--- src/rtl/receiver_buffer.sv ---
// rtl/receiver_buffer.sv - packs received bytes MSB-first into 32-bit words queued in a circular FIFO
// Optional partial-word idle timeout enabled by RECEIVER_BUFFER_TIMEOUT_EN.
module receiver_buffer #(
  parameter int BUFFER_SIZE = 32
`ifdef RECEIVER_BUFFER_TIMEOUT_EN
  , parameter int TIMEOUT_CYCLES = 1000000
`endif
) (
  input  logic                           CLK,
  input  logic                           reset_n,
  input  logic [7:0]                     input_data,
  input  logic                           input_valid,
  input  logic                           pop,
  input  logic                           clear,
  output logic [31:0]                    output_data,
  output logic                           ready,
  output logic                           full,
  output logic [$clog2(BUFFER_SIZE):0]   count,
  output logic                           overrun,
  output logic                           timeout
);
  localparam int AW = $clog2(BUFFER_SIZE);
  localparam int CW = AW + 1;

  logic [31:0]   r_buf [BUFFER_SIZE];
  logic [AW-1:0] r_head;
  logic [AW-1:0] r_tail;
  logic [CW-1:0] r_count;
  logic [23:0]   r_asm;
  logic [1:0]    r_bytes;
  logic          r_overrun;

  logic          w_expire;
  logic [1:0]    w_bytes;
  logic          w_pop;
  logic          w_word_done;
  logic          w_push;
  logic          w_drop;

`ifdef RECEIVER_BUFFER_TIMEOUT_EN
  localparam int IW = $clog2(TIMEOUT_CYCLES + 1);
  logic [IW-1:0] r_idle;
  logic          r_timeout;

  // Expiry is judged before the incoming byte, so a byte on the expiry cycle starts a fresh word.
  assign w_expire = (r_bytes != 2'd0) && (r_idle == IW'(TIMEOUT_CYCLES - 1));

  always_ff @(posedge CLK or negedge reset_n) begin
    if (!reset_n) begin
      r_idle    <= '0;
      r_timeout <= 1'b0;
    end else begin
      if (input_valid || (r_bytes == 2'd0) || w_expire)
        r_idle <= '0;
      else
        r_idle <= r_idle + 1'b1;
      if (clear)
        r_timeout <= 1'b0;
      else if (w_expire)
        r_timeout <= 1'b1;
    end
  end

  assign timeout = r_timeout;
`else
  assign w_expire = 1'b0;
  assign timeout  = 1'b0;
`endif

  assign w_bytes     = w_expire ? 2'd0 : r_bytes;
  assign w_pop       = pop && (r_count != '0);
  assign w_word_done = input_valid && (w_bytes == 2'd3);
  // A full FIFO still accepts a word when the head is popped on the same edge.
  assign w_push      = w_word_done && ((r_count != CW'(BUFFER_SIZE)) || pop);
  assign w_drop      = w_word_done && !w_push;

  always_ff @(posedge CLK or negedge reset_n) begin
    if (!reset_n) begin
      for (int i = 0; i < BUFFER_SIZE; i++) r_buf[i] <= '0;
      r_head    <= '0;
      r_tail    <= '0;
      r_count   <= '0;
      r_asm     <= '0;
      r_bytes   <= '0;
      r_overrun <= 1'b0;
    end else begin
      if (input_valid) begin
        case (w_bytes)
          2'd0:    r_asm[23:16] <= input_data;
          2'd1:    r_asm[15:8]  <= input_data;
          2'd2:    r_asm[7:0]   <= input_data;
          default: ;
        endcase
        r_bytes <= w_bytes + 2'd1;
      end else begin
        r_bytes <= w_bytes;
      end

      if (w_push) begin
        r_buf[r_tail] <= {r_asm, input_data};
        r_tail        <= r_tail + 1'b1;
      end
      if (w_pop)
        r_head <= r_head + 1'b1;

      case ({w_push, w_pop})
        2'b10:   r_count <= r_count + 1'b1;
        2'b01:   r_count <= r_count - 1'b1;
        default: ;
      endcase

      if (clear)
        r_overrun <= 1'b0;
      else if (w_drop)
        r_overrun <= 1'b1;
    end
  end

  assign output_data = r_buf[r_head];
  assign ready       = (r_count != '0);
  assign full        = (r_count == CW'(BUFFER_SIZE));
  assign count       = r_count;
  assign overrun     = r_overrun;
endmodule

--- config.mk ---
export PLATFORM = sky130hd
export DESIGN_NAME = receiver_buffer
export DESIGN_NICKNAME = d
export VERILOG_FILES = /design/src/rtl/receiver_buffer.sv
export SDC_FILE = /design/constraint.sdc
export NUM_CORES = 2
export LEC_CHECK = 0
export CAP_MARGIN = 20
export CORE_MARGIN = 2
export CORE_UTILIZATION = 45
export CTS_CLUSTER_DIAMETER = 50
export DETAILED_ROUTE_END_ITERATION = 8
export PLACE_DENSITY_LB_ADDON = 0.2
export SLEW_MARGIN = 20
export SYNTH_ARGS = -nofsm -noshare
export SYNTH_HDL_FRONTEND = slang
export SYNTH_SLANG_ARGS = --single-unit
--- constraint.sdc ---
create_clock -name CLK -period 6.48 [get_ports CLK]
set_clock_uncertainty 0.2 [all_clocks]
set_input_delay 0.648 -clock CLK [delete_from_list [all_inputs] [get_ports CLK]]
set_output_delay 0.648 -clock CLK [all_outputs]
set_load 0.02 [all_outputs]
==> results.json <==
{
  "setup_viol_count_final": 0,
  "grt_max_degree": 185,
  "whs_path_depth": 1,
  "die_area_um2": 109000,
  "cts_buffer_depth": 3,
  "critPathKind": "reg -> out",
  "clkTransAtPathRegs_ns": 0.06,
  "mappedNetlistArea_um2": 47800,
  "drt_wl_total_um": 131000,
  "syn_area_per_cell_um2": 15.5,
  "gp_congestion": 0.782,
  "insertion_delay_ns": 0.73,
  "switching_power_mw": 7.13,
  "via_count": 27693,
  "synth_cells": 3092,
  "total_power_mw": 21.4,
  "max_stage_delay_ns": 0.98,
  "maxSlewViolCount": 0,
  "relSlewSlack_pct": 24.4,
  "yosysTopAreaCellShare_pct": 55.9,
  "first_global_vias": 30253,
  "synth_most_common_cell": "dfrtp_1",
  "period_needed_ns": 5.46,
  "synth-seq-cells": 1067,
  "seqPwrFrac_pct": 41.9,
  "crit_buf_inv": 2,
  "synth-edff-count": 0,
  "cp-end-kind": "output port",
  "grt_use_total_pct": 24.5,
  "cap_violations": 0,
  "arrival_ns": 4.61,
  "grt_pass1_wl_um": 198000,
  "clock_power_share_pct": 32.1,
  "multi_input_area_um2": 20100,
  "ir_worst_vdd_mv": 0.337,
  "fin_crit_sh_pct": 84.3,
  "worst_slack_ns": 1.02,
  "post-synth-top-area-cell": "dfrtp_1",
  "layout-drive-gt1-share_pct": 48.5,
  "pwr-share-comb_pct": 25.9,
  "cp_top_family": "buffers and inverters",
  "via_per_inst": 6.08,
  "initial_utilization_pct": 45.4,
  "reg2reg_slack_ns": 2.22,
  "syn-num-nets": 3120,
  "switching_share_pct": 33.3,
  "grt_setup_unrepaired": "no",
  "crit_slowest_cell": "buf_4",
  "setup_tns_ns": 0,
  "syn2layout_area_growth_pct": 13.1,
  "grt-ovfl-total": 0,
  "pin_count": 55,
  "cp.required_ns": 5.63,
  "cts_tree": "yes",
  "nets": 3095,
  "placed_cell_area_um2": 50000,
  "final_area_um2": 54100,
  "place_hpwl_um": 75100,
  "hold_viol": 0,
  "synth.yosys.seq_area_share_pct": 55.9,
  "cts_buffers": 119,
  "antenna_found_initial": 2,
  "fp.dieH_um": 330,
  "ys.warnings.count": 0,
  "drc_errors": 0,
  "h-tree-depth": 3,
  "cts_sinks": 1067,
  "coreArea_um2": 105000,
  "hold-worst-slack_ns": 0.285,
  "fill_cells": 8553,
  "pre_cts_ws_ns": 1.87,
  "internal_power_mw": 14.3,
  "die_w_um": 330,
  "timing.fmax_mhz": 183,
  "async_flop_share_pct": 100,
  "power_density_nw_per_um2": 396,
  "outcome": "finished clean",
  "seqCellArea_um2": 26700,
  "synth_common_cells": "dfrtp_1, mux2_2, clkbuf_1",
  "root_buffer": "clkbuf_16",
  "drt_iter0_drc": 1864,
  "cp-start-kind": "flip-flop",
  "min_path_type": "reg -> reg",
  "worstPathMaxFanout": 61,
  "synth_cell_types": 44,
  "post_cts_buffers": 0,
  "p_leak_nw": 25.4,
  "crit_cells": 5,
  "numPortBuffers": 53,
  "rr_worst_depth": 10,
  "worst_pin_slew_ns": 1.13,
  "yosys_most_used_dff": "dfrtp_1",
  "drtPass1Iterations": 5,
  "synth.area.top_cells": "dfrtp_1, mux2_2, mux4_2, mux2i_1, clkbuf_1",
  "ant_nets": 0,
  "placementRows": 119,
  "cp_cell_sequence": "buf_4, mux4_2, mux2i_1, a311oi_1, clkdlybuf4s50_1",
  "wl_per_cell_um": 28.7
}
-- cell type report --
cell class	instances	share of cell area, %
multi-input combinational	1717	37.2
clock inverter	54	1.23
clock buffer	163	6.24
tap	1391	3.22
antenna	1	0.00463
sequential	1067	49.4
timing repair buffer	156	2.67
inverter	6	0.0417
-- through the flow --
stage / utilization (%) / std cells
2_1_floorplan: - / 3092
3_3_place_gp: 47.5 / 4336
3_5_place_dp: 47.5 / 4336
4_1_cts: 51.3 / 4554
5_1_grt: 51.4 / 4554
6_report: 51.4 / 4555
-- power by group through the flow --
stage / Clock [mW] / Sequential [mW] / Combinational [mW]
after floorplan: 0 / 8.14 / 4.26
after global placement: 0 / 8.93 / 5.52
after detailed placement: 0 / 9.07 / 5.61
after global routing: 7.33 / 9.16 / 5.91
after CTS: 7.04 / 8.95 / 5.63
final: 6.89 / 8.99 / 5.55
-- layout by cell type (no fill, tap or decap), types with 3 or more instances in the layout --
cell type	count
clkbuf_1	21
nor3_2	31
mux4_2	193
nor2_1	5
dfrtp_1	1062
ha_1	14
nand2_1	15
xnor2_1	6
clkinvlp_4	7
clkinv_4	5
buf_4	91
o21ai_0	5
clkinv_2	16
mux2i_1	127
inv_1	5
nand3b_1	4
mux2_1	57
dfrtp_4	3
inv_6	11
nand4_1	4
clkdlybuf4s50_1	51
bufinv_16	11
clkbuf_16	119
clkbuf_8	23
mux2_2	994
buf_12	11
a22oi_1	93
xor2_1	7
o221ai_1	62
a21oi_1	66
-- final timing paths --
path / from / endpoint
setup reg to reg: count[0] / count[5]
setup / recovery: r_head[2] / output_data[2]
hold reg to reg: r_buf[771] / r_buf[771]
hold / removal: r_buf[771] / r_buf[771]
min in group asynchronous: reset_n / r_buf[734]
max in group asynchronous: reset_n / r_buf[205]
-- worst register-to-register path, cell delays in order (launching register included) --
cell	delay [ns]
dfrtp_1	0.45
or4_1	0.63
nor4b_4	0.28
buf_4	0.50
nand2b_1	0.27
ha_1	0.37
ha_1	0.32
a211o_1	0.29
nand3_1	0.09
or4b_2	0.60
xor2_1	0.16
-- logic make-up (layout without fill, tap and decap cells) --
logic type	Yosys count	in the layout	share of synthesized area, %
adder cells (fa/ha/maj)	15	15	0.409
other	1	2	0.00785
multiplexers	1371	1371	36.5
buffers and inverters	308	379	2.48
flip-flops	1067	1067	55.9
AO/OA/AOI/OAI	237	237	3.53
AND/OR/NAND/NOR	80	80	0.927
XOR/XNOR	13	13	0.238
-- what timing repair did --
action	in CTS	in global routing
hold endpoints to repair	101	0
hold buffers	1	0
gates resized for setup	0	0
-- registers in the layout, indices dropped and copies added (netlist names) --
signal   flops
r_bytes      2
r_asm       24
overrun      1
r_tail       5
r_head       5
r_buf     1024
count        6
-- per-layer routing --
layer	GRT usage, %	up-vias	routed length [um]
met5	0	-	13
met4	6.97	2	3330
met3	3.90	204	5690
met2	40.5	595	64300
met1	33.5	15406	57300
li1	-	11486	-
Power figures use the tool's default switching activity.
